[src/rtl/bcd_pkg.sv]
// Shared BCD / 7-segment definitions for the scan display.
// Segment order is {g,f,e,d,c,b,a}, active-high.
package bcd_pkg;

  typedef logic [3:0] bcd_digit_t;

  localparam logic [6:0] SEG_0    = 7'b0111111;
  localparam logic [6:0] SEG_1    = 7'b0000110;
  localparam logic [6:0] SEG_2    = 7'b1011011;
  localparam logic [6:0] SEG_3    = 7'b1001111;
  localparam logic [6:0] SEG_4    = 7'b1100110;
  localparam logic [6:0] SEG_5    = 7'b1101101;
  localparam logic [6:0] SEG_6    = 7'b1111101;
  localparam logic [6:0] SEG_7    = 7'b0000111;
  localparam logic [6:0] SEG_8    = 7'b1111111;
  localparam logic [6:0] SEG_9    = 7'b1101111;
  localparam logic [6:0] SEG_DASH = 7'b1000000;

  // Non-BCD codes render as a dash rather than an arbitrary glyph.
  function automatic logic [6:0] seg_decode(input bcd_digit_t d);
    case (d)
      4'd0:    return SEG_0;
      4'd1:    return SEG_1;
      4'd2:    return SEG_2;
      4'd3:    return SEG_3;
      4'd4:    return SEG_4;
      4'd5:    return SEG_5;
      4'd6:    return SEG_6;
      4'd7:    return SEG_7;
      4'd8:    return SEG_8;
      4'd9:    return SEG_9;
      default: return SEG_DASH;
    endcase
  endfunction

endpackage

[src/rtl/scan_prescaler.sv]
// Slot prescaler and digit-index counter; tick ends each slot, frame_boundary ends the last slot.
// Purely combinational outputs from the two counters; no backpressure.
module scan_prescaler #(
  parameter int DIGITS   = 4,
  parameter int PRESCALE = 1000,
  parameter int PW       = 10,
  parameter int IW       = 2
) (
  input  logic          ck_i,
  input  logic          nclear_i,
  output logic          tick_o,
  output logic          slot_start_o,
  output logic          frame_boundary_o,
  output logic [IW-1:0] idx_o
);

  logic [PW-1:0] presc_q, presc_d;
  logic [IW-1:0] idx_q, idx_d;
  logic          last_idx;

  always_comb begin
    tick_o   = (presc_q == PW'(PRESCALE - 1));
    last_idx = (idx_q == IW'(DIGITS - 1));
    presc_d  = tick_o ? '0 : presc_q + PW'(1);
    idx_d    = idx_q;
    if (tick_o) begin
      idx_d = last_idx ? '0 : idx_q + IW'(1);
    end
  end

  always_ff @(posedge ck_i or negedge nclear_i) begin
    if (!nclear_i) begin
      presc_q <= '0;
      idx_q   <= '0;
    end else begin
      presc_q <= presc_d;
      idx_q   <= idx_d;
    end
  end

  assign slot_start_o     = (presc_q == '0);
  assign frame_boundary_o = tick_o && last_idx;
  assign idx_o            = idx_q;

endmodule

[src/rtl/bcd_scan_display.sv]
// Double-buffered multiplexed 7-segment driver: 1-cycle output latency, new values land only at frame boundaries.
// No backpressure; BCD_SCAN_LZ_BLANK_EN enables leading-zero blanking.
module bcd_scan_display
  import bcd_pkg::*;
#(
  parameter int DIGITS   = 4,
  parameter int PRESCALE = 1000,
  parameter int PW       = 10
) (
  input  logic                  CK,
  input  logic                  nClear,
  input  logic [4*DIGITS-1:0]   bcd,
  input  logic                  upd,
  output logic [6:0]            seg,
  output logic [DIGITS-1:0]     dig_en,
  output logic                  frame_done,
  output logic                  bad_digit
);

  localparam int IW = (DIGITS > 1) ? $clog2(DIGITS) : 1;

  logic          unused_tick;
  logic          slot_start;
  logic          frame_boundary;
  logic [IW-1:0] idx;

  logic [4*DIGITS-1:0] staging_q, staging_d, disp_q, disp_d;
  logic                pending_q, pending_d;
  logic [6:0]          seg_q, seg_d;
  logic [DIGITS-1:0]   dig_en_q, dig_en_d;
  logic                frame_done_q, bad_digit_q, bad_digit_d;
  bcd_digit_t          cur_digit;
`ifdef BCD_SCAN_LZ_BLANK_EN
  logic                upper_zero;
`endif

  scan_prescaler #(
    .DIGITS   (DIGITS),
    .PRESCALE (PRESCALE),
    .PW       (PW),
    .IW       (IW)
  ) u_prescaler (
    .ck_i             (CK),
    .nclear_i         (nClear),
    .tick_o           (unused_tick),
    .slot_start_o     (slot_start),
    .frame_boundary_o (frame_boundary),
    .idx_o            (idx)
  );

  // An update coinciding with the boundary bypasses staging so it is not deferred a whole frame.
  always_comb begin
    staging_d = staging_q;
    disp_d    = disp_q;
    pending_d = pending_q;
    if (upd && frame_boundary) begin
      staging_d = bcd;
      disp_d    = bcd;
      pending_d = 1'b0;
    end else if (upd) begin
      staging_d = bcd;
      pending_d = 1'b1;
    end else if (frame_boundary && pending_q) begin
      disp_d    = staging_q;
      pending_d = 1'b0;
    end
  end

  always_comb begin
    cur_digit   = '0;
    bad_digit_d = 1'b0;
`ifdef BCD_SCAN_LZ_BLANK_EN
    upper_zero  = 1'b1;
`endif
    for (int k = 0; k < DIGITS; k++) begin
      if (idx == IW'(k)) cur_digit = disp_q[4*k +: 4];
      if (disp_q[4*k +: 4] > 4'd9) bad_digit_d = 1'b1;
`ifdef BCD_SCAN_LZ_BLANK_EN
      if (IW'(k) >= idx && disp_q[4*k +: 4] != 4'd0) upper_zero = 1'b0;
`endif
    end
    seg_d = seg_decode(cur_digit);
`ifdef BCD_SCAN_LZ_BLANK_EN
    if (idx != '0 && upper_zero) seg_d = 7'b0;
`endif
    dig_en_d = slot_start ? '0 : (DIGITS'(1) << idx);
  end

  always_ff @(posedge CK or negedge nClear) begin
    if (!nClear) begin
      staging_q    <= '0;
      disp_q       <= '0;
      pending_q    <= 1'b0;
      seg_q        <= '0;
      dig_en_q     <= '0;
      frame_done_q <= 1'b0;
      bad_digit_q  <= 1'b0;
    end else begin
      staging_q    <= staging_d;
      disp_q       <= disp_d;
      pending_q    <= pending_d;
      seg_q        <= seg_d;
      dig_en_q     <= dig_en_d;
      frame_done_q <= frame_boundary;
      bad_digit_q  <= bad_digit_d;
    end
  end

  assign seg        = seg_q;
  assign dig_en     = dig_en_q;
  assign frame_done = frame_done_q;
  assign bad_digit  = bad_digit_q;

endmodule

[config.mk]
export PLATFORM = sky130hd
export DESIGN_NAME = bcd_scan_display
export DESIGN_NICKNAME = d
export VERILOG_FILES = /design/src/rtl/bcd_pkg.sv /design/src/rtl/scan_prescaler.sv /design/src/rtl/bcd_scan_display.sv
export SDC_FILE = /design/constraint.sdc
export NUM_CORES = 1
export LEC_CHECK = 0
export BUFFER_PORTS_ARGS = -buffer_cell sky130_fd_sc_hd__buf_2
export CORE_MARGIN = 8
export CORE_UTILIZATION = 35
export CTS_CLUSTER_DIAMETER = 60
export DETAILED_ROUTE_END_ITERATION = 10
export PLACE_DENSITY = 0.64
export SETUP_SLACK_MARGIN = 0.1
export SKIP_CTS_REPAIR_TIMING = 1
export SLEW_MARGIN = 20
export SYNTH_ARGS = -nofsm -noshare
export SYNTH_HDL_FRONTEND = slang
export SYNTH_SLANG_ARGS = --single-unit
[constraint.sdc]
create_clock -name CK -period 3.4 [get_ports CK]
set_clock_uncertainty 0.1 [all_clocks]
set_input_delay 0.34 -clock CK [delete_from_list [all_inputs] [get_ports CK]]
set_output_delay 0.34 -clock CK [all_outputs]
set_load 0.01 [all_outputs]
==> impl_metrics.ini, run 1 <==
[outcome]
outcome = finished, final reports clean

[synthesis]
yosysSeqAreaShare_pct = 53.8
synth.most_common_cell = sky130_fd_sc_hd__dfrtp_1
ys_top_cells_by_count = sky130_fd_sc_hd__dfrtp_1, sky130_fd_sc_hd__mux2_2, sky130_fd_sc_hd__ha_1, sky130_fd_sc_hd__inv_1, sky130_fd_sc_hd__o21ai_0
postSynthRegisterBits = 58
synthMuxAreaShare_pct = 13.7
synth_top_cells_by_area = sky130_fd_sc_hd__dfrtp_1, sky130_fd_sc_hd__mux2_2, sky130_fd_sc_hd__ha_1
synthesized_instance_count = 220
mapped_cell_area_sq_um = 2700
synth_warnings = 0
synth_largest_type_area_fraction_pct = 53.8
synth-adder-area-share_pct = 6.02
synth.avg_cell_area_sq_um = 12.3
count_of_flip_flops_with_a_built_in_enable_after_synthesis = 0
postSynth.topFlopCell = sky130_fd_sc_hd__dfrtp_1
asyncSetResetFlopFracSynth_pct = 100
main_combinational_cell_family_by_area_after_synthesis = multiplexers
synth_cell_types = 48
post_synth_xor_area_fraction_pct = 1.95
syn-num-nets = 252
synthSimpleGateAreaFrac_pct = 11.1
synth_top_cell_by_area = sky130_fd_sc_hd__dfrtp_1
synth-compound-area-share_pct = 9.55

[setup_path]
slowest_delay_ps = 450
cp_data_arrival_time_ps = 2880
timing.critical_path.required_ps = 3550
timing.critical_path.mode_cell = sky130_fd_sc_hd__inv_1
critPathCaptureType = flop
worstPathCellList = inv_1 > ha_1 > nor3b_1 > a211o_1 > inv_1 > ha_1 > inv_1 > a2111oi_0 > o21ba_2 > o22ai_1
crit-reg2reg-launch = u_prescaler.idx_o[0]
worst_setup_sp_type = flop
worstPathMaxFanout = 9
worst-setup-path-type = reg -> reg
slowest_stage = sky130_fd_sc_hd__a2111oi_0
worst_r2r_path_depth = 10
timing.reg2reg.setup_slack_ps = 670
r2r-end = seg[3]

[routing]
met2_length_um = 2130
met3_wirelength_um = 247
routed_wirelength_um = 5000
top_layer_used = met4
remaining_drc_errors = 0
drtAntennaViolNets = 0
wl_met1_um = 2490
initialDrtViolationCount = 54
via_count = 1691
avgViaCountPerCell = 4.66
wire_per_inst_um = 13.8
dr.pass1.iters = 4

[global_route]
grt_max_degree = 27
antenna_found_initial = 0
globalRouteTotalUtil_pct = 9.89
grt_remaining_overflow = 0
wire_length_of_the_first_global_routing_pass_um = 8550
first_global_vias = 1771

[floorplanning]
initial_utilization_pct = 35.5
design.die.area_sq_um = 10800
ioPinCount = 32
row_count = 32
die-height_um = 104
coreArea_sq_um = 7610
width_of_the_die_um = 104

[cts]
insertion_delay_ps = 330
max_clock_buf_depth = 2
cts_tree = built
numClockSinks = 58
clock_tree.root_cell = sky130_fd_sc_hd__clkbuf_8
cts.htree.levels = 3
cts_made_buffers = 9
clk_transition_reported_paths_ps = 60

[flow_run]
max_cap_viol_count = 0

[hold_path]
worstHoldEndpoint = staging_q[8]
hold_depth = 2
hold_path_startpoint = bcd[8]
hold_path_class = in -> reg

[placed_design]
place.detailed.hpwl_um = 3620
port-buffer-count = 31
place_congestion = 0.788

[timing]
aggregate_negative_setup_slack_ps = 0
final.min_clock_period_ps = 2730
worst_tran_pin_value_ps = 606
final_min_period_over_clock_period_pct = 80.3
grt_setup_unrepaired = false
timing_hold_violations_final = 0
slew_headroom_pct = 59.6
report.final.slew_viol_count = 0
worst_hold_slack_ps = 155
setup_viol = 0
fmaxAchievable_ghz = 0.366

[cells_and_area]
flow.area_growth_from_synthesis_pct = 17.7
final_net_count = 288
n_antenna_cell = 0
fraction_of_layout_cells_with_a_size_suffix_above_1_pct = 30.3

[power_and_ir_drop]
vdd_ir_drop_max_mv = 0.166
power.density_cell_area_nw_per_um2 = 460
p_leak_nw = 1.50
## registers in the layout, summed over array words and instances, names as in the netlist
register / count
disp_q: 16
u_prescaler.presc_q: 10
pending_q: 1
staging_q: 16
dig_en: 4
seg: 7
bad_digit: 1
frame_done: 1
u_prescaler.idx_o: 2
## metal layers
layer  vias to the layer above  GRT usage, %
li1                        849             -
met1                       797          12.1
met4                         0          6.20
met2                        34          14.7
met5                         -             0
met3                        11          3.35
## through the flow
step	total power [mW]	util, %	cell area [sq um]	setup slack (ps)	instances
6_report	1.46	41.8	3180	668	363
2_1_floorplan	0.754	-	2700	907	220
4_1_cts	1.48	41.6	3170	674	362
3_5_place_dp	0.787	38.8	2950	709	346
3_3_place_gp	0.784	38.8	2950	822	346
5_1_grt	1.52	41.8	3180	427	363
## kinds of logic after synthesis
kind of cell,count (synthesis)
adder cells (fa/ha/maj),13
multiplexers,33
AO/OA/AOI/OAI,38
buffers and inverters,23
AND/OR/NAND/NOR,49
XOR/XNOR,6
flip-flops,58
## placed cells by master (no fill, tap or decap), types with 5 or more instances in the layout
cell and n:
sky130_fd_sc_hd__o21ai_0 10, sky130_fd_sc_hd__nand3_1 5, sky130_fd_sc_hd__mux2_2 24, sky130_fd_sc_hd__ha_1 13
sky130_fd_sc_hd__and2_1 5, sky130_fd_sc_hd__buf_2 31, sky130_fd_sc_hd__mux2_1 8, sky130_fd_sc_hd__o22ai_1 7
sky130_fd_sc_hd__nor2_1 8, sky130_fd_sc_hd__inv_1 13, sky130_fd_sc_hd__clkbuf_8 10, sky130_fd_sc_hd__a21oi_1 5
sky130_fd_sc_hd__nand2_1 8, sky130_fd_sc_hd__dfrtp_1 58
## worst max-delay path by stage
stage	startpoint	endpoint	depth (start not counted)
floorplan	u_prescaler.idx_o[0]	seg[3]	10
global route	u_prescaler.idx_o[0]	seg[3]	9
global placement	u_prescaler.idx_o[0]	seg[3]	10
CTS	u_prescaler.idx_o[0]	seg[3]	10
detailed placement	u_prescaler.idx_o[0]	seg[3]	10
finish	u_prescaler.idx_o[0]	seg[3]	10
## power breakdown
part | switching (mW) | internal, mW | leakage (nW)
combinational | 0.0308 | 0.0287 | 0.688
clock | 0.259 | 0.430 | 0.109
sequential | 0.00452 | 0.709 | 0.707
## area by class of cell
class / instances / area, sq um
Timing Repair Buffer: 35 / 188
Clock inverter: 5 / 77.6
Clock buffer: 11 / 141
Multi-Input combinational cell: 139 / 1140
Tap cell: 102 / 128
Fill cell: 728 / 4430
Sequential cell: 58 / 1450
Inverter: 13 / 48.8
## critical path, delay by kind of cell (launching register included)
kind / cells / cell delay (ps)
buffers and inverters: 3 / 250
flip-flops: 1 / 410
adder cells (fa/ha/maj): 2 / 620
AND/OR/NAND/NOR: 1 / 240
AO/OA/AOI/OAI: 4 / 1050
Note: power is estimated with default switching activity, not from simulation.
==> run 2, diff against run 1 <==
Settings changed: PLACE_DENSITY 0.64 to 0.65.
Clock period 3.4 ns to 2.4 ns, I/O delays scaled along.
==> run 2 against run 1 <==
  * Combinational power increased by 43%
  * Critical path depth did not move
  * Via count grew 4.0%
  * Critical path type unchanged
  * Largest cell class unchanged
==> impl_metrics.ini, run 2 (synthesized netlist as in run 1, its figures left out) <==
[outcome]
outcome = finished, final reports clean

[timing]
slew_headroom_pct = 60.9
report.final.slew_viol_count = 0
grt_setup_unrepaired = true
fmaxAchievable_ghz = 0.449
aggregate_negative_setup_slack_ps = 0
final_min_period_over_clock_period_pct = 92.8
setup_viol = 0
worst_tran_pin_value_ps = 587
worst_hold_slack_ps = 58.7
timing_hold_violations_final = 0
final.min_clock_period_ps = 2230

[cells_and_area]
n_antenna_cell = 0
final_net_count = 294
most-common-layout-cells = sky130_fd_sc_hd__dfrtp_1, sky130_fd_sc_hd__buf_2, sky130_fd_sc_hd__mux2_2
layout.core_utilization_pct = 43.3
fillers = 752
multi_input_area_sq_um = 1210
mostFrequentLayoutCell = sky130_fd_sc_hd__dfrtp_1
ff_latch_area_sq_um = 1450
non_filler_instances = 368
flow.area_growth_from_synthesis_pct = 22.0
fraction_of_layout_cells_with_a_size_suffix_above_1_pct = 36.1
reg_top3 = disp_q: 16 flops, staging_q: 16 flops, u_prescaler.presc_q: 10 flops

[global_route]
globalRouteTotalUtil_pct = 10.1
grt_max_degree = 35
wire_length_of_the_first_global_routing_pass_um = 8660
first_global_vias = 1758
grt_remaining_overflow = 0
antenna_found_initial = 0

[power_and_ir_drop]
cell_internal_pwr_mw = 1.60
power.net_switching_mw = 0.406
comb_power_share_pct = 4.2
vdd_ir_drop_max_mv = 0.265
p_leak_nw = 1.54
seqPwrFrac_pct = 50.3
clock_power_share_pct = 45.5
p_sw_share_pct = 20.2
power.density_cell_area_nw_per_um2 = 610

[setup_path]
timing.reg2reg.setup_slack_ps = 170
worst_r2r_path_depth = 10
worstSetupPathDepth = 10
critical-path-top-delay-family = compound AO/OA/AOI/OAI gates
worstPathCellList = buf_4 > ha_4 > nor3b_1 > a211o_1 > inv_2 > ha_1 > inv_1 > a2111oi_2 > o21ba_2 > o22ai_1
worst_setup_path_endpoint = seg[3]
cp_data_arrival_time_ps = 2370
slowest_delay_ps = 390
worst_setup_sp_type = flop
worst-setup-path-type = reg -> reg
r2r-end = seg[3]
crit-reg2reg-launch = u_prescaler.idx_o[1]
timing.critical_path.required_ps = 2550
worstPathMaxFanout = 15
slowest_stage = sky130_fd_sc_hd__dfrtp_1
critPathCaptureType = flop
setup.worst_path.start = u_prescaler.idx_o[1]
timing.critical_path.buf_inv = 3

[floorplanning]
die-height_um = 104
coreArea_sq_um = 7610
initial_utilization_pct = 35.5
design.die.area_sq_um = 10800
width_of_the_die_um = 104
ioPinCount = 32
row_count = 32

[cts]
cts_made_buffers = 9
clk_transition_reported_paths_ps = 60
max_clock_buf_depth = 2
cts_tree = built
clock_tree.root_cell = sky130_fd_sc_hd__clkbuf_8
cts.htree.levels = 3
numClockSinks = 58
insertion_delay_ps = 340

[routing]
avgViaCountPerCell = 4.78
via_count = 1759
met3_wirelength_um = 256
remaining_drc_errors = 0
initialDrtViolationCount = 48
wl_met1_um = 2480
dr.pass1.iters = 4
top_layer_used = met4
met2_length_um = 2210
routed_wirelength_um = 5060
wire_per_inst_um = 13.8
drtAntennaViolNets = 0

[placed_design]
port-buffer-count = 31
place_congestion = 0.785
place.detailed.hpwl_um = 3670
numPlacedInstances = 349

[hold_path]
hold_depth = 2
hold_path_class = in -> reg

[flow_run]
max_cap_viol_count = 0
-- run 2: cell count changes in the layout (fill, tap and decap cells not counted), moves of 2 or more --
cell,change
sky130_fd_sc_hd__buf_4,+5
sky130_fd_sc_hd__clkbuf_8,+2
sky130_fd_sc_hd__ha_1,-4
sky130_fd_sc_hd__ha_4,+4
sky130_fd_sc_hd__inv_1,-2
-- run 2: layout make-up --
cell class / instances / area share (%)
clock buffers: 13 / 5.13
flip-flops and latches: 58 / 44.1
inverters: 13 / 1.56
clock inverters: 2 / 1.06
well taps: 102 / 3.88
repair buffers: 41 / 7.45
multi-input cells: 139 / 36.8
-- run 2: power by group through the flow --
stage	Combinational, mW	Clock [mW]	Sequential, mW
after CTS	0.0868	0.948	1.01
after global routing	0.0970	0.992	1.01
after detailed placement	0.0866	0	1.03
after floorplan	0.0408	0	1.03
after global placement	0.0849	0	1.03
final	0.0849	0.913	1.01
-- run 2: layer usage --
| metal | global-route usage [%] | vias to the layer above |
|---|---|---|
| met5 | 0 | - |
| met1 | 12.6 | 855 |
| met4 | 6.62 | 0 |
| li1 | - | 864 |
| met2 | 14.1 | 33 |
| met3 | 4.09 | 7 |
-- run 2: worst min path at each step --
stage | from | end | slack (ps)
3_5_place_dp | nClear | u_prescaler.presc_q[2] | 180
3_3_place_gp | nClear | u_prescaler.presc_q[2] | 180
5_1_grt | bcd[4] | staging_q[4] | 30
4_1_cts | nClear | u_prescaler.presc_q[2] | -200
6_report | bcd[3] | staging_q[3] | 60
2_1_floorplan | nClear | bad_digit | -160
-- run 2: through the flow --
stage / cell area, sq um / setup WS (ps) / power, mW
6_report: 3290 / 172 / 2.01
2_1_floorplan: 2720 / 176 / 1.07
3_3_place_gp: 3000 / 180 / 1.11
4_1_cts: 3200 / 66.1 / 2.05
3_5_place_dp: 3000 / 83.6 / 1.12
5_1_grt: 3290 / 62.8 / 2.10
